$ cat src/rtl/data_mem_arbiter_if.sv
// Bus bundle between the two requesters, the arbiter and data_mem.
// slave = arbiter view, master = requesters + memory view.
interface data_mem_arbiter_if #(
  parameter int unsigned ADDR_W = 8,
  parameter int unsigned DATA_W = 32
) ();
  logic              req0;
  logic              req1;
  logic              we0;
  logic              we1;
  logic              lock0;
  logic              lock1;
  logic [ADDR_W-1:0] adr0;
  logic [ADDR_W-1:0] adr1;
  logic [DATA_W-1:0] din0;
  logic [DATA_W-1:0] din1;
  logic              gnt0;
  logic              gnt1;
  logic              ack0;
  logic              ack1;
  logic [DATA_W-1:0] rdata0;
  logic [DATA_W-1:0] rdata1;
  logic [ADDR_W-1:0] mem_adr;
  logic              mem_we;
  logic [DATA_W-1:0] mem_din;
  logic [DATA_W-1:0] mem_dout;

  modport slave (
    input  req0, req1, we0, we1, lock0, lock1, adr0, adr1, din0, din1, mem_dout,
    output gnt0, gnt1, ack0, ack1, rdata0, rdata1, mem_adr, mem_we, mem_din
  );

  modport master (
    output req0, req1, we0, we1, lock0, lock1, adr0, adr1, din0, din1, mem_dout,
    input  gnt0, gnt1, ack0, ack1, rdata0, rdata1, mem_adr, mem_we, mem_din
  );
endinterface

$ cat src/rtl/data_mem_arbiter.sv
// Two-requester round-robin arbiter/sequencer for data_mem with bounded lock bursts.
// Optional stall counters enabled by defining DMEM_ARB_STATS_EN.
module data_mem_arbiter #(
  parameter int unsigned ADDR_W   = 8,
  parameter int unsigned DATA_W   = 32,
  parameter int unsigned MAX_LOCK = 4
) (
  input  logic               clk,
  input  logic               rst,
  data_mem_arbiter_if.slave  bus
`ifdef DMEM_ARB_STATS_EN
  ,
  output logic [15:0]        stall0,
  output logic [15:0]        stall1
`endif
);

  localparam int unsigned      CntW   = $clog2(MAX_LOCK + 1);
  localparam logic [CntW-1:0]  CntMax = CntW'(MAX_LOCK);
  localparam logic [CntW-1:0]  CntOne = CntW'(1);

  localparam logic [1:0] StIdle = 2'd0;
  localparam logic [1:0] StOwn0 = 2'd1;
  localparam logic [1:0] StOwn1 = 2'd2;

  logic [1:0]        state_q, state_d;
  logic              last_q, last_d;
  logic [CntW-1:0]   lock_cnt_q, lock_cnt_d;
  logic              ack0_q, ack1_q;
  logic [DATA_W-1:0] rdata0_q, rdata1_q;
  logic              gnt0, gnt1;
  logic [ADDR_W-1:0] mem_adr;
  logic [DATA_W-1:0] mem_din;

  // Grant/FSM next-state. Nothing is granted while reset is held low.
  always_comb begin
    state_d    = state_q;
    last_d     = last_q;
    lock_cnt_d = lock_cnt_q;
    gnt0       = 1'b0;
    gnt1       = 1'b0;
    if (rst) begin
      case (state_q)
        StIdle: begin
          if (bus.req0 && (!bus.req1 || last_q)) begin
            gnt0   = 1'b1;
            last_d = 1'b0;
            if (bus.lock0) begin
              state_d    = StOwn0;
              lock_cnt_d = CntOne;
            end
          end else if (bus.req1) begin
            gnt1   = 1'b1;
            last_d = 1'b1;
            if (bus.lock1) begin
              state_d    = StOwn1;
              lock_cnt_d = CntOne;
            end
          end
        end
        StOwn0: begin
          if (bus.req0 && bus.lock0 && (lock_cnt_q < CntMax)) begin
            gnt0       = 1'b1;
            lock_cnt_d = lock_cnt_q + 1'b1;
          end else begin
            // Final unlocked beat, forced release or bubble; last already points at 0.
            gnt0       = bus.req0 && !bus.lock0;
            state_d    = StIdle;
            lock_cnt_d = '0;
          end
        end
        StOwn1: begin
          if (bus.req1 && bus.lock1 && (lock_cnt_q < CntMax)) begin
            gnt1       = 1'b1;
            lock_cnt_d = lock_cnt_q + 1'b1;
          end else begin
            gnt1       = bus.req1 && !bus.lock1;
            state_d    = StIdle;
            lock_cnt_d = '0;
          end
        end
        default: begin
          state_d    = StIdle;
          lock_cnt_d = '0;
        end
      endcase
    end
  end

  // Ungranted cycles present requester-0 values with the write strobe low.
  always_comb begin
    mem_adr = bus.adr0;
    mem_din = bus.din0;
    if (gnt1) begin
      mem_adr = bus.adr1;
      mem_din = bus.din1;
    end
  end

  assign bus.gnt0    = gnt0;
  assign bus.gnt1    = gnt1;
  assign bus.mem_adr = mem_adr;
  assign bus.mem_din = mem_din;
  assign bus.mem_we  = (gnt0 & bus.we0) | (gnt1 & bus.we1);
  assign bus.ack0    = ack0_q;
  assign bus.ack1    = ack1_q;
  assign bus.rdata0  = rdata0_q;
  assign bus.rdata1  = rdata1_q;

  always_ff @(posedge clk) begin
    if (!rst) begin
      state_q    <= StIdle;
      last_q     <= 1'b1;
      lock_cnt_q <= '0;
      ack0_q     <= 1'b0;
      ack1_q     <= 1'b0;
      rdata0_q   <= '0;
      rdata1_q   <= '0;
    end else begin
      state_q    <= state_d;
      last_q     <= last_d;
      lock_cnt_q <= lock_cnt_d;
      ack0_q     <= gnt0;
      ack1_q     <= gnt1;
      if (gnt0 && !bus.we0) rdata0_q <= bus.mem_dout;
      if (gnt1 && !bus.we1) rdata1_q <= bus.mem_dout;
    end
  end

`ifdef DMEM_ARB_STATS_EN
  logic [15:0] stall0_q, stall1_q;

  always_ff @(posedge clk) begin
    if (!rst) begin
      stall0_q <= '0;
      stall1_q <= '0;
    end else begin
      if (bus.req0 && !gnt0 && (stall0_q != 16'hFFFF)) stall0_q <= stall0_q + 16'd1;
      if (bus.req1 && !gnt1 && (stall1_q != 16'hFFFF)) stall1_q <= stall1_q + 16'd1;
    end
  end

  assign stall0 = stall0_q;
  assign stall1 = stall1_q;
`else
  // Stall counters not built; arbitration is unchanged.
`endif

  a_one_grant : assert property (@(posedge clk) !(gnt0 && gnt1));
  a_gnt_req   : assert property (@(posedge clk) (!gnt0 || bus.req0) && (!gnt1 || bus.req1));
  a_rst_no_we : assert property (@(posedge clk) !rst |-> !bus.mem_we);
  a_cnt_bound : assert property (@(posedge clk) disable iff (!rst) lock_cnt_q <= CntMax);

endmodule

$ cat src/flat_wrapper.sv
// flat-port wrapper written by rule: the top's interface ports become plain ports
module data_mem_arbiter_flat 
#(
  parameter int unsigned ADDR_W   = 8,
  parameter int unsigned DATA_W   = 32,
  parameter int unsigned MAX_LOCK = 4
)
  (clk, rst, bus_req0, bus_req1, bus_we0, bus_we1, bus_lock0, bus_lock1, bus_adr0, bus_adr1, bus_din0, bus_din1, bus_mem_dout, bus_gnt0, bus_gnt1, bus_ack0, bus_ack1, bus_rdata0, bus_rdata1, bus_mem_adr, bus_mem_we, bus_mem_din);
  data_mem_arbiter_if #(.ADDR_W(ADDR_W), .DATA_W(DATA_W)) bus_i ();
  input  logic clk;
  input  logic rst;
  input wire logic [$bits(bus_i.req0)-1:0] bus_req0;
  input wire logic [$bits(bus_i.req1)-1:0] bus_req1;
  input wire logic [$bits(bus_i.we0)-1:0] bus_we0;
  input wire logic [$bits(bus_i.we1)-1:0] bus_we1;
  input wire logic [$bits(bus_i.lock0)-1:0] bus_lock0;
  input wire logic [$bits(bus_i.lock1)-1:0] bus_lock1;
  input wire logic [$bits(bus_i.adr0)-1:0] bus_adr0;
  input wire logic [$bits(bus_i.adr1)-1:0] bus_adr1;
  input wire logic [$bits(bus_i.din0)-1:0] bus_din0;
  input wire logic [$bits(bus_i.din1)-1:0] bus_din1;
  input wire logic [$bits(bus_i.mem_dout)-1:0] bus_mem_dout;
  output wire logic [$bits(bus_i.gnt0)-1:0] bus_gnt0;
  output wire logic [$bits(bus_i.gnt1)-1:0] bus_gnt1;
  output wire logic [$bits(bus_i.ack0)-1:0] bus_ack0;
  output wire logic [$bits(bus_i.ack1)-1:0] bus_ack1;
  output wire logic [$bits(bus_i.rdata0)-1:0] bus_rdata0;
  output wire logic [$bits(bus_i.rdata1)-1:0] bus_rdata1;
  output wire logic [$bits(bus_i.mem_adr)-1:0] bus_mem_adr;
  output wire logic [$bits(bus_i.mem_we)-1:0] bus_mem_we;
  output wire logic [$bits(bus_i.mem_din)-1:0] bus_mem_din;
  assign bus_i.req0 = bus_req0;
  assign bus_i.req1 = bus_req1;
  assign bus_i.we0 = bus_we0;
  assign bus_i.we1 = bus_we1;
  assign bus_i.lock0 = bus_lock0;
  assign bus_i.lock1 = bus_lock1;
  assign bus_i.adr0 = bus_adr0;
  assign bus_i.adr1 = bus_adr1;
  assign bus_i.din0 = bus_din0;
  assign bus_i.din1 = bus_din1;
  assign bus_i.mem_dout = bus_mem_dout;
  assign bus_gnt0 = bus_i.gnt0;
  assign bus_gnt1 = bus_i.gnt1;
  assign bus_ack0 = bus_i.ack0;
  assign bus_ack1 = bus_i.ack1;
  assign bus_rdata0 = bus_i.rdata0;
  assign bus_rdata1 = bus_i.rdata1;
  assign bus_mem_adr = bus_i.mem_adr;
  assign bus_mem_we = bus_i.mem_we;
  assign bus_mem_din = bus_i.mem_din;
  data_mem_arbiter #(.ADDR_W(ADDR_W), .DATA_W(DATA_W), .MAX_LOCK(MAX_LOCK)) u_core (.clk(clk), .rst(rst), .bus(bus_i));
endmodule
$ cat config.mk
export PLATFORM = sky130hd
export DESIGN_NAME = data_mem_arbiter_flat
export DESIGN_NICKNAME = d
export VERILOG_FILES = /design/src/rtl/data_mem_arbiter_if.sv /design/src/rtl/data_mem_arbiter.sv /design/src/flat_wrapper.sv
export SDC_FILE = /design/constraint.sdc
export NUM_CORES = 1
export LEC_CHECK = 0
export ABC_AREA = 0
export CAP_MARGIN = 20
export CORE_AREA = 2 2 135 71
export CTS_CLUSTER_SIZE = 28
export DETAILED_ROUTE_END_ITERATION = 16
export DIE_AREA = 0 0 137 73
export HOLD_SLACK_MARGIN = 0.06
export PLACE_DENSITY_LB_ADDON = 0.15
export SETUP_SLACK_MARGIN = 0.4
export SLEW_MARGIN = 10
export SYNTH_ARGS = -nofsm -noshare
export SYNTH_HDL_FRONTEND = slang
export SYNTH_SLANG_ARGS = --single-unit
$ cat constraint.sdc
create_clock -name clk -period 3.7 [get_ports clk]
set_input_delay 1.11 -clock clk [delete_from_list [all_inputs] [get_ports clk]]
set_output_delay 1.11 -clock clk [all_outputs]
set_load 0.01 [all_outputs]
==> summary.md <==
| Metric | Value |
|---|---|
| Gate count after technology mapping | `340` |
| Total power draw | `2.52 mW` |
| Crit path capture type | `primary output` |
| Fin crit period | `3.54 ns` |
| Initial Util | `0.377` |
| Slew at the pin with the worst max-slew slack | `0.978 ns` |
| Number of H-tree levels | `3` |
| Min-Delay Path Depth | `2` |
| Netlist Area Pre-Place | `0.00339 mm2` |
| Row cnt | `25` |
| Number of cell instances on the worst register-to-register path | `18` |
| Final Hold Viols | `0` |
| Antenna Violating Nets Remaining | `0` |
| Total iterations of the first detailed-routing run | `4` |
| Total Routed Length | `13.2 mm` |
| Delay of the slowest cell on the worst path | `0.30 ns` |
| Average via count per standard cell | `4.70` |
| Max Transition Viols Final | `0` |
| Slowest cell on the critical path | `sky130_fd_sc_hd__mux2_4` |
| Number of distinct standard cells referenced by the synthesized netlist | `37` |
| CTS max path bufs | `2` |
| Number of hold buffers added after cts | `0` |
| Arrival time of data at the critical path endpoint | `2.43 ns` |
| Final setup vio count | `0` |
| Power density normalized to cell area | `366 mW/mm2` |
| TritonCTS clock tree | `yes` |
| P_leak | `3.43 nW` |
| Count of synthesis-stage warnings from yosys | `0` |
| Overall fraction of global-route tracks in use | `0.254` |
| Worst setup path class | `input pin to primary output` |
| Part of the Yosys area used for sequential elements | `0.425` |
| N_diodes | `0` |
| Die ar. | `0.0100 mm2` |
| Clk sink count | `72` |
| Count of input and output buffers | `228` |
| Final #Nets | `733` |
| Worst Setup Start Kind | `input pin` |
| Gate family responsible for the most delay along the worst path | `buffers and inverters` |
| Worst-path clk slew | `0.05 ns` |
| Total number of vias | `3471` |
| Final Wtd Congestion | `0.857` |
| Half-perimeter wire length after placement | `8.56 mm` |
| Setup total negative slack | `0 ns` |
| Vias in the first global route | `3502` |
| Maximum number of pins on one net before global-route repair | `40` |
| CTS Buf Count | `9` |
| Mean post-synth cell area | `9.98 um2` |
| Upper clock frequency limit | `282 MHz` |
| Floorplan die height | `73 um` |
| CP cell instances | `buf_8, nand3_4, o21a_1, nand3_4, buf_8, buf_12, buf_16, mux2_4, buf_6` |
| Number of antenna violations at the first check in global routing | `0` |
| Hold WC Path Type | `flip-flop to flip-flop` |
| Post-route cell area | `0.00688 mm2` |
| Crit path depth | `9` |
| CTS root buffer | `sky130_fd_sc_hd__clkbuf_16` |
| Status | `completed` |
| Count of buffer and inverter cells on the critical path | `5` |
| Area of the placeable core | `0.00901 mm2` |
| Post-layout utilization of the core | `0.764` |
| Number of nets produced by synthesis | `461` |
| Layout cell share with drive strength beyond 1 | `0.276` |
| Period utilisation layout | `0.957` |
| Starting DRT DRC Count | `126` |
| Cell Area, Placed | `0.00581 mm2` |
| Register bit total from synthesis | `72` |
| Worst EP required | `2.59 ns` |
| Worst Clk Skew | `0.00368 ns` |
| Worst IR drop on VDD | `0.258 mV` |
| Relative slew margins | `0.348` |
| Avg WL per Cell | `17.9 um` |
| Internal reg-to-reg setup slack | `0.87 ns` |
| First-pass GRT wire length | `19.0 mm` |
| Worst hold-check slack | `0.458 ns` |
| Number of top-level design ports | `229` |
| Max-capacitance violation count | `0` |
| Global route overflow | `0` |
| Number of DRC violations after detailed routing | `0` |
| Insertion delay to the later sink of the worst-skew pair | `0.33 ns` |
| Setup repair after global routing missed its margin | `true` |
| Critical path peak fanout | `5` |
| Die Width | `137 um` |
| Layout Area Growth over Synthesis | `103%` |
## repair_timing
action | CTS | global route
endpoints found under the setup margin | 43 | 75
pin swaps | 5 | 3
gates cloned | 3 | 3
resized for setup | 291 | 22
buffers inserted | 29 | 2
## flip-flops by register name, summed over array words and instances, names as in the netlist
signal	flops
u_core.bus.ack0	1
u_core.bus.ack1	1
u_core.bus.rdata0	32
u_core.bus.rdata1	32
u_core.last_q	1
u_core.lock_cnt_q	3
u_core.state_q	2
## report_power, final
group	total, mW	switching [mW]	internal (mW)	leakage [nW]
clock	0.867	0.311	0.556	0.150
sequential	0.861	0.0337	0.828	0.586
combinational	0.788	0.294	0.494	2.70
## final cells by class
| cell class | instances | area [um2] |
|---|---|---|
| multi-input cells | 210 | 1860 |
| inverters | 37 | 141 |
| fillers | 595 | 2120 |
| flip-flops and latches | 72 | 1440 |
| clock buffers | 13 | 260 |
| well taps | 121 | 151 |
| clock inverters | 3 | 40.0 |
| repair buffers | 282 | 2990 |
## cell families (layout without fill, tap and decap cells)
family,count (synthesis),after routing,share of synthesized area
compound gates,18,18,0.0424
fa+ha+maj,1,1,0.00369
buf+inv,58,335,0.0885
flops,72,72,0.425
mux,105,105,0.324
simple gates,86,86,0.116
## cell usage after synthesis
cell	instances	area share
sky130_fd_sc_hd__a211o_1	1	0.0026
sky130_fd_sc_hd__a21boi_0	1	0.0022
sky130_fd_sc_hd__a21o_1	1	0.0022
sky130_fd_sc_hd__a21oi_1	3	0.0044
sky130_fd_sc_hd__a22o_1	1	0.0026
sky130_fd_sc_hd__a32o_1	1	0.0029
sky130_fd_sc_hd__and2_1	1	0.0018
sky130_fd_sc_hd__and4bb_1	1	0.0037
sky130_fd_sc_hd__buf_4	4	0.0088
sky130_fd_sc_hd__buf_6	9	0.030
sky130_fd_sc_hd__clkbuf_1	8	0.0088
sky130_fd_sc_hd__clkinv_1	1	0.0011
sky130_fd_sc_hd__dfxtp_1	72	0.42
sky130_fd_sc_hd__ha_1	1	0.0037
sky130_fd_sc_hd__inv_1	34	0.038
sky130_fd_sc_hd__inv_2	2	0.0022
sky130_fd_sc_hd__mux2_1	40	0.13
sky130_fd_sc_hd__mux2i_1	65	0.19
sky130_fd_sc_hd__nand2_1	38	0.042
sky130_fd_sc_hd__nand2b_1	1	0.0018
sky130_fd_sc_hd__nand3_1	3	0.0044
sky130_fd_sc_hd__nand3_2	2	0.0059
sky130_fd_sc_hd__nand4b_1	2	0.0052
sky130_fd_sc_hd__nand4b_4	1	0.0070
sky130_fd_sc_hd__nor2_1	34	0.038
sky130_fd_sc_hd__nor2_4	1	0.0033
sky130_fd_sc_hd__nor2b_1	1	0.0018
sky130_fd_sc_hd__o211a_1	1	0.0029
sky130_fd_sc_hd__o211ai_1	1	0.0022
sky130_fd_sc_hd__o211ai_2	1	0.0037
sky130_fd_sc_hd__o21a_1	2	0.0044
sky130_fd_sc_hd__o21ai_1	1	0.0015
sky130_fd_sc_hd__o311a_1	1	0.0029
sky130_fd_sc_hd__o31ai_1	1	0.0022
sky130_fd_sc_hd__o32a_1	1	0.0029
sky130_fd_sc_hd__o32ai_1	1	0.0026
sky130_fd_sc_hd__or2_2	1	0.0018
## metrics by stage
step | std cells | setup slack (ns)
2_1_floorplan | 340 | 0.554
3_3_place_gp | 685 | -0.437
3_5_place_dp | 685 | -0.432
4_1_cts | 733 | 0.226
5_1_grt | 738 | 0.0936
6_report | 738 | 0.159
## path summary, 6_finish.rpt
path / end / start
setup / recovery: bus_mem_din[3] / bus_lock1
hold / removal: u_core.bus.rdata0[27] / u_core.bus.rdata0[27]
setup reg to reg: u_core.bus.rdata1[5] / u_core.last_q
hold reg to reg: u_core.bus.rdata0[27] / u_core.bus.rdata0[27]
## worst min-delay path, cell delays in order, from the launching register on
cell	delay, ns
sky130_fd_sc_hd__dfxtp_1	0.30
sky130_fd_sc_hd__nand2_1	0.05
sky130_fd_sc_hd__mux2i_1	0.05
## layer usage
| layer | global-route usage | part of all wire |
|---|---|---|
| met1 | 0.317 | 0.44 |
| met2 | 0.416 | 0.47 |
| met5 | 0 | 0 |
| met3 | 0.102 | 0.078 |
| met4 | 0.0607 | 0.011 |
## cells in the final DEF, fill, tap and decap left out, types with 2 or more instances in the layout
master / Yosys / routed
sky130_fd_sc_hd__a21oi_1: 3 / 3
sky130_fd_sc_hd__buf_12: 0 / 5
sky130_fd_sc_hd__buf_16: 0 / 3
sky130_fd_sc_hd__buf_2: 0 / 2
sky130_fd_sc_hd__buf_4: 4 / 24
sky130_fd_sc_hd__buf_6: 9 / 56
sky130_fd_sc_hd__buf_8: 0 / 8
sky130_fd_sc_hd__clkbuf_1: 8 / 2
sky130_fd_sc_hd__clkbuf_16: 0 / 11
sky130_fd_sc_hd__clkbuf_8: 0 / 2
sky130_fd_sc_hd__clkdlybuf4s50_1: 0 / 180
sky130_fd_sc_hd__clkinv_2: 0 / 2
sky130_fd_sc_hd__dfxtp_1: 72 / 72
sky130_fd_sc_hd__dlygate4sd2_1: 0 / 2
sky130_fd_sc_hd__inv_1: 34 / 34
sky130_fd_sc_hd__mux2_4: 0 / 40
sky130_fd_sc_hd__mux2i_1: 65 / 63
sky130_fd_sc_hd__mux2i_2: 0 / 2
sky130_fd_sc_hd__nand2_1: 38 / 36
sky130_fd_sc_hd__nand2_2: 0 / 2
sky130_fd_sc_hd__nand3_1: 3 / 2
sky130_fd_sc_hd__nand3_4: 0 / 2
sky130_fd_sc_hd__nand4b_1: 2 / 2
sky130_fd_sc_hd__nor2_1: 34 / 34
sky130_fd_sc_hd__o21a_1: 2 / 2
Note: power is estimated with default switching activity, not from simulation.
